File: src/rtl/fetch_pkg.sv
// Shared types and constants for the instruction fetch stage.
package fetch_pkg;

  localparam int XLEN = 32;

  // addi x0, x0, 0: what decode sees when no instruction is available
  localparam logic [XLEN-1:0] NOP_INSTR = 32'h0000_0013;

  // Byte distance between consecutive instruction words
  localparam int PC_STEP = 4;

  // One queued fetch result: the instruction word and the address it came from
  typedef struct packed {
    logic [XLEN-1:0] instr;
    logic [XLEN-1:0] pc;
  } fetch_entry_t;

  // RUN keeps every response, DRAIN discards responses that predate a redirect
  typedef enum logic {
    MODE_RUN   = 1'b0,
    MODE_DRAIN = 1'b1
  } fetch_mode_e;

  // Instruction addresses are word aligned; the low two bits are dropped
  function automatic logic [XLEN-1:0] alignWord(input logic [XLEN-1:0] addr);
    return {addr[XLEN-1:2], 2'b00};
  endfunction

endpackage

File: src/rtl/fetch_fifo.sv
// Small in-order queue of fetched {instr, pc} entries. The head is read
// straight from the storage registers, so it carries no combinational path
// from the push side. A flush empties the queue and ignores a push in the
// same cycle.
module fetch_fifo
  import fetch_pkg::*;
#(
  parameter int           DEPTH       = 2,
  parameter fetch_entry_t RESET_ENTRY = '0
) (
  input  logic                   clk,
  input  logic                   rst_n,
  input  logic                   push_i,
  input  fetch_entry_t           entry_i,
  input  logic                   pop_i,
  input  logic                   flush_i,
  output logic [$clog2(DEPTH):0] count_o,
  output fetch_entry_t           head_o
);

  localparam int PTR_W = $clog2(DEPTH);
  localparam int CNT_W = $clog2(DEPTH) + 1;

  fetch_entry_t     mem_q [DEPTH];
  logic [PTR_W-1:0] wrPtr_q;
  logic [PTR_W-1:0] rdPtr_q;
  logic [CNT_W-1:0] count_q;

  // Storage, pointers and occupancy; pointers wrap because DEPTH is a power of two
  always_ff @(posedge clk or negedge rst_n) begin
    if (!rst_n) begin
      for (int i = 0; i < DEPTH; i++) begin
        mem_q[i] <= RESET_ENTRY;
      end
      wrPtr_q <= '0;
      rdPtr_q <= '0;
      count_q <= '0;
    end else if (flush_i) begin
      wrPtr_q <= '0;
      rdPtr_q <= '0;
      count_q <= '0;
    end else begin
      if (push_i) begin
        mem_q[wrPtr_q] <= entry_i;
        wrPtr_q        <= wrPtr_q + PTR_W'(1);
      end
      if (pop_i) begin
        rdPtr_q <= rdPtr_q + PTR_W'(1);
      end
      count_q <= count_q + CNT_W'(push_i) - CNT_W'(pop_i);
    end
  end

  assign count_o = count_q;
  assign head_o  = mem_q[rdPtr_q];

endmodule

File: src/rtl/instr_fetch_unit.sv
// RV32I fetch stage: owns the PC, issues word requests under a credit limit,
// queues returned instructions and hands {instr, pc} to decode. A redirect
// restarts fetch at the target and throws away responses already in flight.
module instr_fetch_unit
  import fetch_pkg::*;
#(
  parameter int               WIDTH    = 32,
  parameter logic [WIDTH-1:0] RESET_PC = 32'h0000_0000,
  parameter int               DEPTH    = 2
) (
  input  logic             clk,
  input  logic             rst_n,
  output logic             imem_req_valid,
  input  logic             imem_req_ready,
  output logic [WIDTH-1:0] imem_addr,
  input  logic             imem_rsp_valid,
  input  logic [WIDTH-1:0] imem_rsp_data,
  input  logic             redirect_valid,
  input  logic [WIDTH-1:0] redirect_pc,
  output logic             out_valid,
  input  logic             out_ready,
  output logic [WIDTH-1:0] out_instr,
  output logic [WIDTH-1:0] out_pc
);

  localparam int CNT_W = $clog2(DEPTH) + 1;
  localparam int SUM_W = CNT_W + 1;
  localparam fetch_entry_t RESET_ENTRY = '{instr: NOP_INSTR, pc: RESET_PC};

  logic [WIDTH-1:0] pc_q;
  logic [WIDTH-1:0] pc_d;
  logic [WIDTH-1:0] fetchPc_q;
  logic [WIDTH-1:0] fetchPc_d;
  logic [CNT_W-1:0] outstanding_q;
  logic [CNT_W-1:0] outstanding_d;
  logic [CNT_W-1:0] dropCnt_q;
  logic [CNT_W-1:0] dropCnt_d;
  fetch_mode_e      state_q;
  fetch_mode_e      state_d;

  logic [CNT_W-1:0] fifoCount;
  fetch_entry_t     fifoHead;
  fetch_entry_t     pushEntry;
  logic             keepRsp;
  logic             popFire;
  logic             reqFire;
  logic [SUM_W-1:0] creditUsed;
  logic [WIDTH-1:0] redirectTarget;

  // Decode side: the head entry is only presented while the queue holds something
  assign out_valid = (fifoCount != '0);
  assign out_instr = out_valid ? fifoHead.instr : NOP_INSTR;
  assign out_pc    = fifoHead.pc;
  assign popFire   = out_valid && out_ready;

  // Queued entries plus in-flight requests may never exceed DEPTH; a pop this
  // cycle frees a slot early so a full stream keeps one request per cycle
  assign creditUsed     = SUM_W'(fifoCount) + SUM_W'(outstanding_q) - SUM_W'(popFire);
  assign imem_req_valid = rst_n && !redirect_valid && (creditUsed < SUM_W'(DEPTH));
  assign imem_addr      = pc_q;
  assign reqFire        = imem_req_valid && imem_req_ready;

  assign redirectTarget = alignWord(redirect_pc);
  assign pushEntry      = '{instr: imem_rsp_data, pc: fetchPc_q};

  // Mode FSM next state: decide whether this response is kept or discarded,
  // and let a redirect rebuild the discard count from what is still in flight
  always_comb begin
    state_d   = state_q;
    dropCnt_d = dropCnt_q;
    keepRsp   = 1'b0;
    case (state_q)
      MODE_RUN: begin
        keepRsp = imem_rsp_valid;
      end
      MODE_DRAIN: begin
        if (imem_rsp_valid) begin
          dropCnt_d = dropCnt_q - CNT_W'(1);
          if (dropCnt_q == CNT_W'(1)) begin
            state_d = MODE_RUN;
          end
        end
      end
      default: begin
        state_d = MODE_RUN;
      end
    endcase
    if (redirect_valid) begin
      dropCnt_d = outstanding_q - CNT_W'(imem_rsp_valid);
      state_d   = (dropCnt_d != '0) ? MODE_DRAIN : MODE_RUN;
    end
  end

  // Request PC, response PC and in-flight count; a redirect overrides both PCs
  always_comb begin
    pc_d          = pc_q;
    fetchPc_d     = fetchPc_q;
    outstanding_d = outstanding_q;
    if (reqFire) begin
      pc_d = pc_q + WIDTH'(PC_STEP);
    end
    if (keepRsp) begin
      fetchPc_d = fetchPc_q + WIDTH'(PC_STEP);
    end
    case ({reqFire, imem_rsp_valid})
      2'b10:   outstanding_d = outstanding_q + CNT_W'(1);
      2'b01:   outstanding_d = outstanding_q - CNT_W'(1);
      default: outstanding_d = outstanding_q;
    endcase
    if (redirect_valid) begin
      pc_d      = redirectTarget;
      fetchPc_d = redirectTarget;
    end
  end

  // State registers for the PC, credit tracking and mode FSM
  always_ff @(posedge clk or negedge rst_n) begin
    if (!rst_n) begin
      pc_q          <= RESET_PC;
      fetchPc_q     <= RESET_PC;
      outstanding_q <= '0;
      dropCnt_q     <= '0;
      state_q       <= MODE_RUN;
    end else begin
      pc_q          <= pc_d;
      fetchPc_q     <= fetchPc_d;
      outstanding_q <= outstanding_d;
      dropCnt_q     <= dropCnt_d;
      state_q       <= state_d;
    end
  end

  fetch_fifo #(
    .DEPTH       (DEPTH),
    .RESET_ENTRY (RESET_ENTRY)
  ) u_fifo (
    .clk     (clk),
    .rst_n   (rst_n),
    .push_i  (keepRsp),
    .entry_i (pushEntry),
    .pop_i   (popFire),
    .flush_i (redirect_valid),
    .count_o (fifoCount),
    .head_o  (fifoHead)
  );

endmodule

File: config.mk
export PLATFORM = sky130hd
export DESIGN_NAME = instr_fetch_unit
export DESIGN_NICKNAME = d
export VERILOG_FILES = /design/src/rtl/fetch_pkg.sv /design/src/rtl/fetch_fifo.sv /design/src/rtl/instr_fetch_unit.sv
export SDC_FILE = /design/constraint.sdc
export NUM_CORES = 1
export LEC_CHECK = 0
export BUFFER_PORTS_ARGS = -buffer_cell sky130_fd_sc_hd__buf_2
export CAP_MARGIN = 20
export CORE_MARGIN = 2
export CORE_UTILIZATION = 51
export CTS_BUF_LIST = sky130_fd_sc_hd__clkbuf_8 sky130_fd_sc_hd__clkbuf_16
export CTS_CLUSTER_SIZE = 28
export DETAILED_ROUTE_END_ITERATION = 8
export PLACE_DENSITY_LB_ADDON = 0.2
export RECOVER_POWER = 100
export SYNTH_ARGS = -nofsm -noshare
export SYNTH_HDL_FRONTEND = slang
export SYNTH_SLANG_ARGS = --single-unit
export TNS_END_PERCENT = 100
File: constraint.sdc
create_clock -name clk -period 3 [get_ports clk]
set_clock_uncertainty 0.05 [all_clocks]
set_input_delay 0.45 -clock clk [delete_from_list [all_inputs] [get_ports clk]]
set_output_delay 0.45 -clock clk [all_outputs]
set_load 0.01 [all_outputs]
### Yosys cells after proc, flatten, opt, wreduce, memory -nomap -nowiden

Index checks and enable logic that the tools add are counted.

* flip-flop bits (word level): 201
* input bits: 70
* output and inout port bits: 98
* word-level logic and storage cells: 76

* add/sub/neg operators: 12
* order comparisons: 4
* eq/ne operators: 3
* multiplexer cells: 26
* bitwise operators: 3
* reduce and logical (&&, ||, !) cells: 16

Operator list (count)
* $mux W64: 4
* $mux W32: 5
* $bwmux W128: 1
* $add A32 B3 Y32 const B: 2
* $demux W64 S1: 1
* $reduce_bool A2 Y1: 8
* $mux W1: 10
* $mux W2: 4
* $logic_and A1 B1 Y1: 5
* $eq A2 B1 Y1 const B: 2
* $ge A2 B2 Y1 const B: 2
* $not A1 Y2: 2
* $pmux W2 S2: 1
* $reduce_and A2 Y1: 2
* $sub A2 B1 Y2: 2
* $sub A2 B1 Y2 const B: 2
* $add A2 B2 Y3: 1
* $lt A3 B2 Y1 const B: 1
* $sub A3 B1 Y3: 1
* $add A1 B1 Y1 const B: 2
* $add A2 B1 Y2: 1
* $add A2 B1 Y2 const B: 1
* $eq A2 B2 Y1 const B: 1
* $lt A2 B1 Y1 const B: 1
* 2 further kinds: 2

### Longest topological paths before layout

Gate-level depths: netlist of run 1.

* depth in word-level cells: 8
* mapped depth: 14
* gate-level depth less buffers: 13

### Hierarchy

Synthesis of run 1 repeated with hierarchy kept, for this count alone.

* cell total of the unflattened synthesis: 803
* area, all modules: 9988.3 um^2

Modules (own cells, without submodules)
* fetch_fifo: times used 1, cells each 358, area an instance 6055.8 um^2, seq. area each 3310.7 um^2
* instr_fetch_unit: times used 1, cells each 445, area an instance 3932.5 um^2, seq. area each 1626.6 um^2

### Worst setup path after synthesis of run 1

OpenSTA, ideal clock, no wires.

* path kind: reg-to-reg
* start: register u_fifo.count_q[1] (netlist: u_fifo.count_o[1])
* end: register outstanding_q[1]
* library setup time: 0.080 ns
* data arrival time: 2.810 ns
* required time: 2.870 ns
* setup slack: 0.060 ns
* cell stages (with the launch flop): 14
* path buffers: 1
* clock period less this slack: 2.940 ns
* path through: dfrtp_1 nor2_1 nor2b_1 ha_1 inv_1 nand2_1 fa_1 nand4b_1 nor2_1 clkinv_1 clkbuf_1 ha_1 nor2_1 xnor2_1

* cells in the longest elaborated chain, start to end: 8
* elaborated cells on any way between the ends: 11

RTL lines
* start: declaration: line fetch_fifo.sv:27 `logic [CNT_W-1:0] count_q;`
* start signal: assignment: line fetch_fifo.sv:50 `count_q <= count_q + CNT_W'(push_i) - CNT_W'(pop_i);`
* branches (longest 2 deep; another with $add A2 B2 Y3)
* $sub A3 B1 Y3 (*): line instr_fetch_unit.sv:58 `assign creditUsed = SUM_W'(fifoCount) + SUM_W'(outstanding_q) - SUM_W'(popFire);`
* $lt A3 B2 Y1 (*): line instr_fetch_unit.sv:59 `assign imem_req_valid = rst_n && !redirect_valid && (creditUsed < SUM_W'(DEPTH));`
* $logic_and A1 B1 Y1 (*): line instr_fetch_unit.sv:59
* $logic_and A1 B1 Y1 (*): line instr_fetch_unit.sv:61 `assign reqFire = imem_req_valid && imem_req_ready;`
* $eq A2 B1 Y1 or $eq A2 B2 Y1 (tied branches): line instr_fetch_unit.sv:105 `case ({reqFire, imem_rsp_valid})`
* $pmux W2 S2 or $reduce_bool A2 Y1 (tied branches)
* end signal: assignment: line instr_fetch_unit.sv:127 `outstanding_q <= outstanding_d;`
* end: declaration: line instr_fetch_unit.sv:34 `logic [CNT_W-1:0] outstanding_q;`

Every way passes the cells marked *.
A chain may end at the register's enable or synchronous reset.

### Final worst setup path of run 1

* start: register u_fifo.count_q[1] (netlist: u_fifo.count_o[1])
* end: output imem_req_valid

* cells in the longest elaborated chain, start to end: 5
* elaborated cells on any way between the ends: 6

RTL lines
* branches (longest 2 deep; another with $add A2 B2 Y3)
* $sub A3 B1 Y3 (*): line instr_fetch_unit.sv:58
* $lt A3 B2 Y1 (*): line instr_fetch_unit.sv:59
* $logic_and A1 B1 Y1 (*): line instr_fetch_unit.sv:59
* end: declaration: line instr_fetch_unit.sv:13 `output logic imem_req_valid,`

Marks and branches as above.

==> metrics.txt, run 1 <==
Worst R2R Start u_fifo.count_o[1]$_DFF_PN0_; Worst Setup End Kind output port; die area 19440 sq um; total track usage 23.02%; drt wl/cell 17.63 um; CP arrival 2330 ps; DRC Markers 0; post-synth top area share 50.01%; Yosys top cell by area dfrtp_1; clock root cell clkbuf_16; sequential share of the synthesized area 51.70%; DR pass1 iterations 5; Clock Path Buffers 2; initial antenna violation count 0; Pwr Density 867.9 nW/um^2; RSZ-0062 raised after global routing yes; Worst EP required 2500 ps; Max Cap Viol 1; FILL cells 1556; Worst R2R End imem_addr[18]$_DFFE_PN0P_; Min Hold Slack 210.7 ps; CTS buffer count 17; asr flop ratio synth 100.0%; number of global-route vias before repair 6955; first-pass GRT wire length 35870 um; # IOs 168; Max VDD drop 0.0004602 V; Final Hold Viols 0; static leakage 4.755 nW; grt total ovfl 0; Seq cells post-synth 193; Syn-to-layout area delta 17.30%; YS warnings 0; Final period util 94.45%; hold path cells 2; Slew headroom -13.97%; placed instance area 10550 sq um; number of diodes 0; largest net degree at the start of global routing 97; largest family of logic cells by synthesized area multiplexers; core area 17960 sq um; # port buffers 161; Seq. cell area 4841 sq um; post-synthesis simple-gate area fraction 12.20%; final wirelength 21510 um; Period minus WS final 2833 ps; Achievable Freq 0.3529 GHz; Slew @ Worst Pin 1710 ps; number of flops mapped to enable cells by yosys 0; clock slew at reported path FFs 70 ps; footprint of the multi-input gates 4272 sq um; final setup fails 0; CTS sink cnt 193; via count 6828; CTS tree done; FF-to-FF setup slack 190 ps; RePlAce Congestion 0.8579; worst r2r path cells 13; Worst Hold Path EP u_fifo.mem_q[122]$_DFFE_PN0P_; Row Count 49; Min-Delay Path Class input port to flip-flop; DRT iter0 DRCs 362; dpl hpwl 14800 um; Mapped Cells 811; initial core utilization 52.09%; Die W 139.4 um; Avg Vias per Cell 5.597; synthesized area 9356 sq um; Die Span Y 139.4 um; crit path max fanout 3; Clock Latency Late Sink 430 ps; layout cells sized above 1 32.49%; most used flip-flop cell after synthesis dfrtp_1; Distinct cells, synth 53; CTS H-Tree Depth 4; area share of fa/ha/maj cells after synthesis 1.284%; pre-CTS setup slack -59.07 ps; Nets 1057; failing checks capacitance limit, slew limit; XOR/XNOR Fraction of Synth Area 3.838%; max-slew violations 63; finished layout cell area 10980 sq um; largest cells by area after synthesis dfrtp_1 50%, mux2_2 19%, mux2i_1 3.5%, xnor2_1 2.5%, nand2_1 2.4%; setup slack after layout 166.6 ps; WS Path Type flip-flop to output port; Worst setup SP type flip-flop; Hold Crit Start imem_rsp_data[26]; Setup Fix Bufs, Post-CTS 0; post-route ant nets 0; post-synthesis mux area share 22.67%; status finished with violations; syn avg cell area 11.54 sq um; post-synthesis compound-gate area fraction 5.322%
metrics by stage:
stage | power, mW | setup TNS (ps) | instances | util, %
after floorplan | 6.303 | 0 | 814 | -
after global placement | 7.390 | -126.3 | 1187 | 58.72
after detailed placement | 7.489 | -382.1 | 1187 | 58.72
after CTS | 9.736 | 0 | 1220 | 61.97
after global routing | 10.18 | -1.141 | 1220 | 61.10
final | 9.526 | 0 | 1220 | 61.10
power breakdown:
part / switching (mW) / internal (mW)
registers: 0.625 / 3.54
clock network: 1.07 / 1.14
logic: 1.52 / 1.64
total: 3.21 / 6.32
per-layer routing:
layer  GRT usage, %  up-vias  wire length (um)
li1               -     3217                 -
met1          32.00     3405              9740
met2          36.51      175             10270
met3          4.680       31              1021
met4          7.496        0               478
met5              0        -                 0
Yosys cell counts (3+ instances only):
library cell / count
a31oi_1: 4
nor2b_1: 3
buf_1: 11
clkbuf_1: 26
nand2_1: 59
nor2_1: 59
dfrtp_1: 187
nand3_1: 29
or2_2: 3
nand4_1: 21
mux2i_1: 33
buf_4: 4
o211ai_1: 10
xnor2_1: 27
ha_1: 8
inv_1: 23
xor2_1: 14
dfstp_2: 6
and2_1: 3
or4_1: 6
o21ai_0: 32
o311ai_0: 8
and3_1: 9
or3_1: 4
nor3_1: 15
mux2_2: 159
a21oi_1: 13
nor4_1: 4
cells in the final DEF (no fill, tap or decap), drive strengths merged, types with 8 or more instances in the layout:
cell      n
nand3    29
nor3     15
dfrtp   187
inv      32
nand4    23
a21oi    13
o311ai    8
xor2     14
clkbuf  103
ha        8
o211ai   10
buf     103
mux2    159
o21ai    32
xnor2    27
and3     10
nand2    59
mux2i    33
nor2     59
kinds of logic (layout without fill, tap and decap cells):
logic type / Yosys count / after routing
DFF: 193 / 193
AOI/OAI and AO/OA: 79 / 79
adders and majority gates: 9 / 9
muxes: 192 / 192
other: 1 / 4
and+or+nand+nor: 227 / 227
xor gates and xnor gates: 41 / 41
buffers and inverters: 69 / 246
worst max-delay path: stages, from the launching register on:
cell and delay (ps):
dfrtp_1 410, nor2_2 110, nor2b_1 70, ha_1 270, inv_1 80, nand2_1 70
fa_1 380, xnor2_1 180, nor3_2 190, buf_2 170
state kept, by name, indices dropped and copies added, names as in the netlist:
signal and cells:
imem_addr 30, fetchPc_q 30, state_q 1, outstanding_q 2
u_fifo.mem_q 124, u_fifo.count_o 2, u_fifo.wrPtr_q 1, u_fifo.rdPtr_q 1
dropCnt_q 2
how the worst max path moves through the flow:
stage / start / end / depth (start not counted)
CTS: u_fifo.count_o[1]$_DFF_PN0_ / imem_addr[5]$_DFFE_PN0P_ / 12
floorplan: u_fifo.count_o[1]$_DFF_PN0_ / outstanding_q[1]$_DFFE_PN0P_ / 13
finish: u_fifo.count_o[1]$_DFF_PN0_ / imem_req_valid / 9
global route: u_fifo.count_o[0]$_DFF_PN0_ / imem_req_valid / 9
detailed placement: out_ready / imem_addr[5]$_DFFE_PN0P_ / 12
global placement: out_ready / imem_addr[29]$_DFFE_PN0P_ / 12
final cells by class:
class | count | share of cell area, %
Clock inverter | 13 | 1.106
Clock buffer | 19 | 4.127
Sequential cell | 193 | 44.11
Inverter | 26 | 0.8892
Tap cell | 229 | 2.611
Multi-Input combinational cell | 552 | 38.92
Timing Repair Buffer | 188 | 8.242
timing repair:
| action | CTS | global route |
|---|---|---|
| gates resized for setup | 0 | 5 |
| hold endpoints to repair | 10 | 0 |
| hold buffers | 1 | 0 |
| endpoints found under the setup margin | 0 | 16 |
Note: power is estimated with default switching activity, not from simulation.
==> inputs of run 2 (changes only) <==
Settings changed: MAX_ROUTING_LAYER set to met4.
==> metrics.txt, run 2 (synthesis gave the netlist of run 1 again) <==
final setup fails 0; max FFs per register 124; Worst Setup End Kind output port; FF-to-FF setup slack 170 ps; most common cell after layout, fill and taps aside dfrtp_1; Die Span Y 139.4 um; Max VDD drop 0.0004580 V; number of global-route vias before repair 6946; die area 19440 sq um; Final period util 94.60%; initial core utilization 52.09%; Period minus WS final 2838 ps; CTS H-Tree Depth 4; Clock Path Buffers 2; layout cells sized above 1 31.08%; placed instance area 10550 sq um; post-route ant nets 0; pre-CTS setup slack -59.07 ps; finished layout cell area 10940 sq um; DRC Markers 0; Min-Delay Path Class input port to flip-flop; clock slew at reported path FFs 80 ps; Slew headroom -13.19%; Clock Latency Late Sink 430 ps; Max Cap Viol 1; status finished with violations; CTS buffer count 17; # IOs 168; failing checks capacitance limit, slew limit; clock root cell clkbuf_16; Pwr Density 868.9 nW/um^2; max-slew violations 63; CP arrival 2340 ps; Layout Utilization 60.90%; RSZ-0062 raised after global routing no; Achievable Freq 0.3524 GHz; CTS sink cnt 193; first-pass GRT wire length 35870 um; Syn-to-layout area delta 16.93%; crit path max fanout 3; total track usage 23.74%; via count 6834; Avg Vias per Cell 5.602; RePlAce Congestion 0.8717; final wirelength 21580 um; initial antenna violation count 0; Die W 139.4 um; CTS tree done; number of diodes 0; core area 17960 sq um; WS Path Type flip-flop to output port; Worst setup SP type flip-flop; drt wl/cell 17.69 um; Row Count 49; # port buffers 161; DR pass1 iterations 5; dpl hpwl 14800 um; commonest cells after routing, fill and taps aside 186 x dfrtp_1, 157 x mux2_2, 93 x clkbuf_1; DRT iter0 DRCs 382; Min Hold Slack 208.0 ps; Largest Register u_fifo.mem_q; Nets 1057; largest net degree at the start of global routing 97; Slew @ Worst Pin 1698 ps; grt total ovfl 0; setup slack after layout 162.0 ps; Final Hold Viols 0; Setup Fix Bufs, Post-CTS 0; static leakage 4.696 nW; Overall Power 9.506 mW; Worst EP required 2500 ps
## run 2: path summary, 6_finish.rpt
path / start / end / cells after the start
setup / recovery: u_fifo.count_o[1]$_DFF_PN0_ / imem_req_valid / 9
hold / removal: imem_rsp_data[26] / u_fifo.mem_q[122]$_DFFE_PN0P_ / 2
setup reg to reg: u_fifo.count_o[1]$_DFF_PN0_ / imem_addr[18]$_DFFE_PN0P_ / 13
hold reg to reg: u_fifo.mem_q[78]$_DFFE_PN0P_ / u_fifo.mem_q[78]$_DFFE_PN0P_ / 1
max in group asynchronous: rst_n / u_fifo.mem_q[95]$_DFFE_PN0P_ / 4
min in group asynchronous: rst_n / imem_addr[28]$_DFFE_PN0P_ / 2
## run 2: timing repair
item	4_1_cts	5_1_grt
hold buffers	1	0
resized for setup	0	5
endpoints found under the hold margin	10	0
endpoints found under the setup margin	0	16
## run 2: power by group
part / total, mW / switching (mW) / leakage [nW] / internal (mW)
combinational: 3.13 / 1.52 / 2.04 / 1.60
sequential: 4.16 / 0.628 / 2.38 / 3.54
clock: 2.21 / 1.07 / 0.272 / 1.14
## run 2: layer usage
| layer | up-vias | GRT usage (%) | part of all wire (%) |
|---|---|---|---|
| met4 | 0 | 8.293 | 2.1 |
| met5 | - | - | 0 |
| met3 | 31 | 3.820 | 4.7 |
| li1 | 3209 | - | - |
| met2 | 186 | 36.33 | 47 |
| met1 | 3408 | 32.44 | 46 |
## run 2: final cells by class
class | count | area [sq um]
repair buffers | 188 | 883.3
clock buffers | 19 | 452.9
well taps | 229 | 286.5
flip-flops and latches | 193 | 4841
fillers | 1565 | 7023
clock inverters | 13 | 121.4
multi-input cells | 552 | 4258
inverters | 26 | 97.59
## run 2: worst max-delay path, stage by stage, from the launching register on
cell	delay [ps]
dfrtp_1	410
nor2_2	110
nor2b_1	70
ha_1	270
inv_1	80
nand2_1	70
fa_1	380
xnor2_1	180
nor3_2	200
buf_2	170
## run 2: stage by stage
step                      instances  TNS [ps]
after floorplan                 814         0
after global placement         1187    -126.3
after detailed placement       1187    -382.1
after CTS                      1220         0
after global routing           1220         0
final                          1220         0
